`src/rtl/alu_pkg.sv`:
```
// Shared ALU definitions: op-select encoding used by the ALU and its issue sequencer,
// plus the sequencer's FSM state type.
package alu_pkg;

    localparam logic [1:0] ALU_ADD = 2'b00;
    localparam logic [1:0] ALU_SUB = 2'b01;
    localparam logic [1:0] ALU_AND = 2'b10;
    localparam logic [1:0] ALU_OR  = 2'b11;

    typedef enum logic [1:0] {
        IDLE = 2'b00,
        EXEC = 2'b01,
        DONE = 2'b10
    } seq_state_t;

endpackage

```
`src/rtl/alu_op_sequencer_if.sv`:
```
// Bundle of the request handshake, ALU operand/result bus and result handshake
// seen by alu_op_sequencer; slave is the sequencer's view, master the environment's.
interface alu_op_sequencer_if #(
    parameter int N     = 4,
    parameter int CNT_W = 8
);
    logic             in_valid;
    logic             in_ready;
    logic [N-1:0]     in_a;
    logic [N-1:0]     in_b;
    logic [1:0]       in_op;
    logic [N-1:0]     alu_a;
    logic [N-1:0]     alu_b;
    logic [1:0]       alu_op;
    logic [N-1:0]     alu_result;
    logic             out_valid;
    logic             out_ready;
    logic [N-1:0]     out_result;
    logic             out_zero;
    logic             out_neg;
    logic             out_carry;
    logic             out_ovf;
    logic [CNT_W-1:0] op_count;

    modport slave (
        input  in_valid, in_a, in_b, in_op, alu_result, out_ready,
        output in_ready, alu_a, alu_b, alu_op, out_valid, out_result,
               out_zero, out_neg, out_carry, out_ovf, op_count
    );

    modport master (
        output in_valid, in_a, in_b, in_op, alu_result, out_ready,
        input  in_ready, alu_a, alu_b, alu_op, out_valid, out_result,
               out_zero, out_neg, out_carry, out_ovf, op_count
    );
endinterface

```
`src/rtl/alu_flag_gen.sv`:
```
// Combinational status-flag derivation for the ALU: zero, negative, carry/borrow and
// signed overflow, computed from the operands, op select and the ALU's result.
module alu_flag_gen
    import alu_pkg::*;
#(
    parameter int N = 4
) (
    input  logic [N-1:0] a,
    input  logic [N-1:0] b,
    input  logic [1:0]   op,
    input  logic [N-1:0] result,
    output logic         zero,
    output logic         neg,
    output logic         carry,
    output logic         ovf
);

    logic [N:0]          sum_ext;
    logic signed [N-1:0] a_s;
    logic signed [N-1:0] b_s;
    logic signed [N-1:0] r_s;

    assign a_s = signed'(a);
    assign b_s = signed'(b);
    assign r_s = signed'(result);

    always_comb begin
        sum_ext = {1'b0, a} + {1'b0, b};
        zero    = (result == '0);
        neg     = r_s[N-1];
        carry   = 1'b0;
        ovf     = 1'b0;
        case (op)
            ALU_ADD: begin
                carry = sum_ext[N];
                ovf   = (a_s[N-1] == b_s[N-1]) && (r_s[N-1] != a_s[N-1]);
            end
            ALU_SUB: begin
                // Borrow is the unsigned compare, independent of the result bits.
                carry = (a < b);
                ovf   = (a_s[N-1] != b_s[N-1]) && (r_s[N-1] != a_s[N-1]);
            end
            default: begin
                carry = 1'b0;
                ovf   = 1'b0;
            end
        endcase
    end

endmodule

```
`src/rtl/alu_op_sequencer.sv`:
```
// Issue stage for the two-operand ALU: registers requests onto the ALU inputs, captures
// the result with derived flags one cycle later, and holds it until downstream accepts.
module alu_op_sequencer
    import alu_pkg::*;
#(
    parameter int N     = 4,
    parameter int CNT_W = 8
) (
    input  logic               clk,
    input  logic               rst_n,
    alu_op_sequencer_if.slave  bus
);

    seq_state_t       state;
    logic [N-1:0]     alu_a_q;
    logic [N-1:0]     alu_b_q;
    logic [1:0]       alu_op_q;
    logic [N-1:0]     result_q;
    logic             zero_q;
    logic             neg_q;
    logic             carry_q;
    logic             ovf_q;
    logic             out_valid_q;
    logic [CNT_W-1:0] op_count_q;

    logic             zero_c;
    logic             neg_c;
    logic             carry_c;
    logic             ovf_c;
    logic             accept;

    alu_flag_gen #(.N(N)) u_flag_gen (
        .a      (alu_a_q),
        .b      (alu_b_q),
        .op     (alu_op_q),
        .result (bus.alu_result),
        .zero   (zero_c),
        .neg    (neg_c),
        .carry  (carry_c),
        .ovf    (ovf_c)
    );

    // DONE hands in_ready straight through from out_ready so a new op can issue
    // in the same cycle the previous result retires.
    assign bus.in_ready = (state == IDLE) || ((state == DONE) && bus.out_ready);
    assign accept       = bus.in_ready && bus.in_valid;

    always_ff @(posedge clk or negedge rst_n) begin
        if (!rst_n) begin
            state       <= IDLE;
            alu_a_q     <= '0;
            alu_b_q     <= '0;
            alu_op_q    <= ALU_ADD;
            result_q    <= '0;
            zero_q      <= 1'b0;
            neg_q       <= 1'b0;
            carry_q     <= 1'b0;
            ovf_q       <= 1'b0;
            out_valid_q <= 1'b0;
            op_count_q  <= '0;
        end else begin
            case (state)
                IDLE: begin
                    if (accept) begin
                        alu_a_q  <= bus.in_a;
                        alu_b_q  <= bus.in_b;
                        alu_op_q <= bus.in_op;
                        state    <= EXEC;
                    end
                end
                EXEC: begin
                    result_q    <= bus.alu_result;
                    zero_q      <= zero_c;
                    neg_q       <= neg_c;
                    carry_q     <= carry_c;
                    ovf_q       <= ovf_c;
                    out_valid_q <= 1'b1;
                    state       <= DONE;
                end
                DONE: begin
                    if (bus.out_ready) begin
                        out_valid_q <= 1'b0;
                        op_count_q  <= op_count_q + 1'b1;
                        if (bus.in_valid) begin
                            alu_a_q  <= bus.in_a;
                            alu_b_q  <= bus.in_b;
                            alu_op_q <= bus.in_op;
                            state    <= EXEC;
                        end else begin
                            state <= IDLE;
                        end
                    end
                end
                default: begin
                    out_valid_q <= 1'b0;
                    state       <= IDLE;
                end
            endcase
        end
    end

    assign bus.alu_a      = alu_a_q;
    assign bus.alu_b      = alu_b_q;
    assign bus.alu_op     = alu_op_q;
    assign bus.out_valid  = out_valid_q;
    assign bus.out_result = result_q;
    assign bus.out_zero   = zero_q;
    assign bus.out_neg    = neg_q;
    assign bus.out_carry  = carry_q;
    assign bus.out_ovf    = ovf_q;
    assign bus.op_count   = op_count_q;

endmodule

```
`src/flat_wrapper.sv`:
```
// flat-port wrapper written by rule: the top's interface ports become plain ports
module alu_op_sequencer_flat import alu_pkg::*;
#(
    parameter int N     = 4,
    parameter int CNT_W = 8
)
  (clk, rst_n, bus_in_valid, bus_in_a, bus_in_b, bus_in_op, bus_alu_result, bus_out_ready, bus_in_ready, bus_alu_a, bus_alu_b, bus_alu_op, bus_out_valid, bus_out_result, bus_out_zero, bus_out_neg, bus_out_carry, bus_out_ovf, bus_op_count);
  alu_op_sequencer_if #(.N(N), .CNT_W(CNT_W)) bus_i ();
  input  logic clk;
  input  logic rst_n;
  input wire logic [$bits(bus_i.in_valid)-1:0] bus_in_valid;
  input wire logic [$bits(bus_i.in_a)-1:0] bus_in_a;
  input wire logic [$bits(bus_i.in_b)-1:0] bus_in_b;
  input wire logic [$bits(bus_i.in_op)-1:0] bus_in_op;
  input wire logic [$bits(bus_i.alu_result)-1:0] bus_alu_result;
  input wire logic [$bits(bus_i.out_ready)-1:0] bus_out_ready;
  output wire logic [$bits(bus_i.in_ready)-1:0] bus_in_ready;
  output wire logic [$bits(bus_i.alu_a)-1:0] bus_alu_a;
  output wire logic [$bits(bus_i.alu_b)-1:0] bus_alu_b;
  output wire logic [$bits(bus_i.alu_op)-1:0] bus_alu_op;
  output wire logic [$bits(bus_i.out_valid)-1:0] bus_out_valid;
  output wire logic [$bits(bus_i.out_result)-1:0] bus_out_result;
  output wire logic [$bits(bus_i.out_zero)-1:0] bus_out_zero;
  output wire logic [$bits(bus_i.out_neg)-1:0] bus_out_neg;
  output wire logic [$bits(bus_i.out_carry)-1:0] bus_out_carry;
  output wire logic [$bits(bus_i.out_ovf)-1:0] bus_out_ovf;
  output wire logic [$bits(bus_i.op_count)-1:0] bus_op_count;
  assign bus_i.in_valid = bus_in_valid;
  assign bus_i.in_a = bus_in_a;
  assign bus_i.in_b = bus_in_b;
  assign bus_i.in_op = bus_in_op;
  assign bus_i.alu_result = bus_alu_result;
  assign bus_i.out_ready = bus_out_ready;
  assign bus_in_ready = bus_i.in_ready;
  assign bus_alu_a = bus_i.alu_a;
  assign bus_alu_b = bus_i.alu_b;
  assign bus_alu_op = bus_i.alu_op;
  assign bus_out_valid = bus_i.out_valid;
  assign bus_out_result = bus_i.out_result;
  assign bus_out_zero = bus_i.out_zero;
  assign bus_out_neg = bus_i.out_neg;
  assign bus_out_carry = bus_i.out_carry;
  assign bus_out_ovf = bus_i.out_ovf;
  assign bus_op_count = bus_i.op_count;
  alu_op_sequencer #(.N(N), .CNT_W(CNT_W)) u_core (.clk(clk), .rst_n(rst_n), .bus(bus_i));
endmodule
```
`config.mk`:
```
export PLATFORM = sky130hd
export DESIGN_NAME = alu_op_sequencer_flat
export DESIGN_NICKNAME = d
export VERILOG_FILES = /design/src/rtl/alu_pkg.sv /design/src/rtl/alu_op_sequencer_if.sv /design/src/rtl/alu_flag_gen.sv /design/src/rtl/alu_op_sequencer.sv /design/src/flat_wrapper.sv
export SDC_FILE = /design/constraint.sdc
export NUM_CORES = 1
export LEC_CHECK = 0
export ABC_CLOCK_PERIOD_IN_PS = 1760
export CAP_MARGIN = 40
export CELL_PAD_IN_SITES_DETAIL_PLACEMENT = 1
export CELL_PAD_IN_SITES_GLOBAL_PLACEMENT = 2
export CORE_AREA = 2 2 71 73
export DETAILED_ROUTE_END_ITERATION = 8
export DIE_AREA = 0 0 73 75
export HOLD_SLACK_MARGIN = 0.05
export PLACE_DENSITY_LB_ADDON = 0.1
export SLEW_MARGIN = 30
export SYNTH_ARGS = -nofsm -noshare
export SYNTH_HDL_FRONTEND = slang
export SYNTH_SLANG_ARGS = --single-unit
```
`constraint.sdc`:
```
create_clock -name clk -period 1.76 [get_ports clk]
set_input_delay 0.352 -clock clk [delete_from_list [all_inputs] [get_ports clk]]
set_output_delay 0.352 -clock clk [all_outputs]
set_load 0.02 [all_outputs]
```
Word level (Yosys, flattened, before mapping)

Cells that the tools add are included.

Register bits after elaboration: 29
Input bits: 18
Output and inout port bits: 28
Logic and storage cells: 57

Add/subtract/negate cells: 2
$lt $le $gt $ge: 1
Equality and inequality tests: 9
Muxes and demuxes: 20
Bitwise operators: 1
Reductions and logical operators: 13

Operator list:

| cell                                                                   | count |
|---|---|
| 4-bit 2-to-1 mux                                                       | 6 |
| 4-bit case mux with 2 select lines                                     | 2 |
| 2-bit 2-to-1 mux                                                       | 5 |
| 8-bit by 1-bit adder with 8-bit output (second input constant)         | 1 |
| 2-bit case mux with 3 select lines                                     | 1 |
| 2-bit AND reduction                                                    | 3 |
| 4-bit by 4-bit adder with 5-bit output                                 | 1 |
| 2-bit by 1-bit equality test with 1-bit output (second input constant) | 2 |
| 1-bit logical AND                                                      | 4 |
| 2-bit logical NOT                                                      | 2 |
| 4-bit logical NOT                                                      | 1 |
| 4-bit < comparator                                                     | 1 |
| 2-bit != test (second input constant)                                  | 2 |
| 1-bit case mux with 2 select lines                                     | 2 |
| 2-bit case mux with 2 select lines                                     | 1 |
| 4-bit AND reduction                                                    | 1 |
| 1-bit case mux with 3 select lines                                     | 1 |
| 2-bit equality test (second input constant)                            | 1 |
| 1-bit 2-to-1 mux                                                       | 2 |
| 1-bit != test                                                          | 2 |
| 2-bit by 1-bit != test with 1-bit output (second input constant)       | 1 |
| 2-bit nonzero test                                                     | 1 |
| 1-bit equality test                                                    | 1 |
| 1-bit logical OR                                                       | 1 |
| 1-bit NOT                                                              | 1 |

Depth between registers and ports, before layout

Depth in word-level cells: 6
Mapped depth: 6
Depth with buffers taken out: 6

By module

Synthesis repeated with hierarchy kept, for this count alone.

Cell total of the unflattened synthesis: 105
Area, all modules: 1403.8 µm²

Modules (own cells, without submodules):

| module           | instances | cells each | area an instance (µm²) | seq. area each (µm²) |
|---|---|---|---|---|
| alu_op_sequencer | 1         | 80         | 1201.2                 | 725.7 |
| alu_flag_gen     | 1         | 25         | 202.7                  | 0.0 |

Worst setup path before layout

Ideal clock, no wire load.

Kind: register -> register
From: register u_core.state[0]
To: register u_core.alu_a_q[0], in the netlist u_core.bus.alu_a[0]
Arrival time: 1.464 ns
Required time: 1.635 ns
Setup slack: 0.171 ns
Cell stages (with the launch flop): 5
Path through: dfrtp_1 a21oi_1 and2_1 buf_6 mux2_2

Longest elaborated chain between the ends: 6
Elaborated cells between the ends (all ways): 11
Classes of those cells: eq/ne: 4; mux: 1; reduce/logical: 6

RTL lines:

| element                                                       | RTL line               | source |
|---|---|---|
| start: declaration                                            | alu_op_sequencer.sv:14 | `seq_state_t state;` |
| start signal: assignment                                      | alu_op_sequencer.sv:50 | `state <= IDLE;` |
| start signal: assignment                                      | alu_op_sequencer.sv:68 | `state <= EXEC;` |
| start signal: assignment                                      | alu_op_sequencer.sv:78 | `state <= DONE;` |
| 2-bit equality test                                           | alu_op_sequencer.sv:45 | `assign bus.in_ready = (state == IDLE) \|\| ((state == DONE) && bus.out_ready);` |
| 1-bit logical AND                                             | alu_op_sequencer.sv:45 |  |
| 1-bit logical OR (*)                                          | alu_op_sequencer.sv:45 |  |
| net bus_in_ready                                              | flat_wrapper.sv:17     | `output wire logic [$bits(bus_i.in_ready)-1:0] bus_in_ready;` |
| 1-bit logical AND (*)                                         | alu_op_sequencer.sv:46 | `assign accept = bus.in_ready && bus.in_valid;` |
| 2-bit by 1-bit != test with 1-bit output (no source line) (*) | --                     |  |
| 4-bit AND reduction (no source line) (*)                      | --                     |  |
| end signal: assignment                                        | alu_op_sequencer.sv:65 | `alu_a_q <= bus.in_a;` |
| end signal: assignment                                        | alu_op_sequencer.sv:85 | `alu_a_q <= bus.in_a;` |
| end: declaration                                              | alu_op_sequencer.sv:15 | `logic [N-1:0] alu_a_q;` |

Mark *: on every way through the listed nets, which the timed path passes. The rest lies on a longest branch.
A chain may end at the register's enable or synchronous reset.

Worst setup path after layout

From: register u_core.op_count_q[3], in the netlist u_core.bus.op_count[3]
To: output port bus_op_count[3]

RTL lines:

| element                  | RTL line               | source |
|---|---|---|
| start: declaration       | alu_op_sequencer.sv:24 | `logic [CNT_W-1:0] op_count_q;` |
| start signal: assignment | alu_op_sequencer.sv:83 | `op_count_q <= op_count_q + 1'b1;` |
| end: declaration         | flat_wrapper.sv:27     | `output wire logic [$bits(bus_i.op_count)-1:0] bus_op_count;` |

No word-level cell between the ends.

==> results.md <==
- Worst min path class: input pin to async pin
- FF/Latch Area: 701 sq um
- CP delay by family, top: buffers and inverters
- Starting Density: ~28%
- Async set or reset register ratio after synthesis: 100%
- H-tree levels: 1
- Ys flop type: dfrtp_1
- Met2 wire length: 1470 um
- Leak: 0.000828 uW
- Synth cell count leaders: dfrtp_1 (28), mux2_2 (15), ha_1 (7), inv_1 (6)
- Initial DRC Count: 10
- Footprint of the multi-input gates: 534 sq um
- Core area: about 0.0047 sq mm
- WL met1: 1120 um
- Row count: 25
- Die area: 0.00548 sq mm
- Post-synth top area share: a little over half
- Outcome: finished, final reports clean
- Chip width: about 73 um
- Post-synthesis sequential area ratio: 54.4%
- Reg2reg end: u_core.bus.alu_b[0]
- FF-to-FF setup slack: 0.37 ns
- CTS tree: built
- Residual DRC: 0
- CP bufs+invs: 1
- TNS Setup: 0 ns
- Gate Count Post-Synth: 101
- Post-synth EDFFs: 0
- Register bit total from synthesis: 28
- TritonRoute pass-1 iters: 2
- First-pass GRT wire length: 4640 um
- PnR worst setup slack: 0.0663 ns
- Share of post-route cells with drive strength above 1: between 10% and 20%
- Critical-path top delay cell: clkdlybuf4s50_1
- Crit start category: flip-flop
- CP Capture Type: output port
- P per Cell Area: 1330 mW/mm^2
- Ant diodes: 0
- Total Power: 2500 uW
- I/O pin total: 46
- Largest area contributor in the netlist: dfrtp_1
- Final setup violation count: 0
- Fmax: 590 MHz
- Post-synth cell types: 26
- GPL Wtd Cong: 0.687
- Metal3 WL: roughly 120 um
- Placed Area: 0.00183 sq mm
- Worst r2r path cells: 4
- CP Data Arrival Time: 1.34 ns
- Via count of the first global-routing pass: slightly below 1000
- Y dimension of the die: around 75 um
- Antenna-violating nets left: 0
- Setup CP Type: flip-flop to output port
- Top-count cell post-synth: dfrtp_1
- Routed via count: 923
- Worst IR Drop VDD: 410 uV
- Hpwl dp: ~2100 um
- Grt total ovfl: 0
- Max Cap Viol: 0
- Net Count, Synth: 126
- Tot GR Track Use: 11.1%
- Final instance area: 0.00188 sq mm
- Later-pin clock latency in the skew report: 0.27 ns
- Top sig layer: met4
- Clock Sinks: 28
- Dpl ws: -0.280 ns
- Initial antenna violation count: 0
- Cts bufs inserted: 3
- Vias per std cell: around 4.5
- Area of the mapped netlist: roughly 0.0013 sq mm
- Area delta synth->final: 45.9%
- Reg clk slew, reported paths: 0.10 ns
- Final min period: 1.69 ns
- CTS Buffer Depth: 2
- Yosys warning total: 0
- Synth top area cells: dfrtp_1 (54%), mux2_2 (13%), ha_1 (6.8%)
- Final Max Slew Viols: 0
- Slew HR: a little over two thirds
- Avg WL per Cell: about 13 um
- RR Startpoint: u_core.state[1]
- Filler cells: 494
- Final Hold Viols: 0
- Chain of cells forming the critical path: clkdlybuf4s50_1
- Critical path peak fanout: 5
- RSZ-0062 raised after global routing: no
- Max Clock Skew: 0.00481 ns
- Worst Tran Pin Value: 0.439 ns
- Largest net degree at the start of global routing: 29
- Total Wirelength: 2730 um
- PortBufs: 45
- Clock tree root driver cell: clkbuf_8
- Final period util: 96.2%
- Critical Path RT: around 1.4 ns
- Syn avg cell area: 12.8 sq um
- Final nets: 177
- Peak per-stage delay on the critical path: 0.63 ns
cell usage in the layout, fill, tap and decap left out, drive strengths merged:
cell type | synthesis | final
nand4 | 2 | 2
inv | 6 | 6
nor2 | 2 | 2
dfrtp | 28 | 28
nand3 | 2 | 2
clkdlybuf4s50 | 0 | 42
xnor2 | 5 | 5
o21a | 1 | 1
a211oi | 1 | 1
dlymetal6s2s | 0 | 2
xor2 | 4 | 4
mux2 | 15 | 15
buf | 4 | 5
nand3b | 1 | 1
and3 | 1 | 1
clkbuf | 0 | 5
a21oi | 5 | 5
and4 | 1 | 1
and3b | 1 | 1
o21ai | 5 | 5
a31oi | 1 | 1
and2 | 1 | 1
or4 | 1 | 1
nand2b | 3 | 3
ha | 7 | 7
a32o | 1 | 1
nand2 | 3 | 3
state kept, by name, summed over array words and instances (netlist names), 2 cells and up:
signal	flops
u_core.bus.op_count	8
u_core.bus.out_result	4
u_core.bus.alu_b	4
u_core.state	2
u_core.bus.alu_a	4
u_core.bus.alu_op	2
how the worst max path moves through the flow:
stage                           startpoint                   to  slack, ns  cells past startpoint
finish              u_core.bus.op_count[3]      bus_op_count[3]       0.07                      1
global placement             bus_out_ready         bus_in_ready      -0.25                      4
detailed placement           bus_out_ready         bus_in_ready      -0.28                      4
floorplan                  u_core.state[0]  u_core.bus.alu_a[0]       0.17                      4
CTS                    u_core.bus.alu_a[3]         bus_alu_a[3]       0.02                      1
global route        u_core.bus.op_count[3]      bus_op_count[3]      0.008                      1
power by group:
group / total, uW / leakage [uW] / internal, uW / switching, uW
Sequential: 1010 / 0.000345 / 829 / 179
Combinational: 1100 / 0.000454 / 588 / 510
Clock: 397 / 0.0000288 / 200 / 197
Total: 2500 / 0.000828 / 1620 / 887
cell families after synthesis:
family          after synthesis  synth area share, %
flops                        28                 54.4
fa+ha+maj                     7                 6.80
mux                          15                 13.1
compound gates               14                 6.31
xor+xnor                      9                 6.12
buf+inv                      10                 4.17
simple gates                 18                 9.13
metal layers:
| layer | vias up | global-route usage, % |
|---|---|---|
| li1 | 446 | - |
| met1 | 452 | 13.5 |
| met2 | 23 | 19.9 |
| met3 | 2 | 2.01 |
| met4 | 0 | 3.70 |
| met5 | - | 0 |
through the flow:
step                std cells  hold WS, ns  util, %
global route              205        0.471     40.3
detailed placement        201        0.467     39.2
CTS                       205        0.459     40.3
floorplan                 101       0.0564        -
global placement          201        0.462     39.2
finish                    205        0.445     40.3
layout make-up:
class | instances | share of cell area (%)
sequential | 28 | 37.3
timing repair buffer | 50 | 26.6
inverter | 6 | 1.20
clock buffer | 4 | 2.93
multi-input combinational | 63 | 28.4
tap | 54 | 3.59
timing repair:
action | 4_1_cts | 5_1_grt
hold buffers | 0 | 0
hold endpoints to repair | 0 | 0
gates resized for setup | 2 | 3
endpoints found under the setup margin | 1 | 3
buffers inserted | 0 | 0
Note: power is estimated with default switching activity, not from simulation.
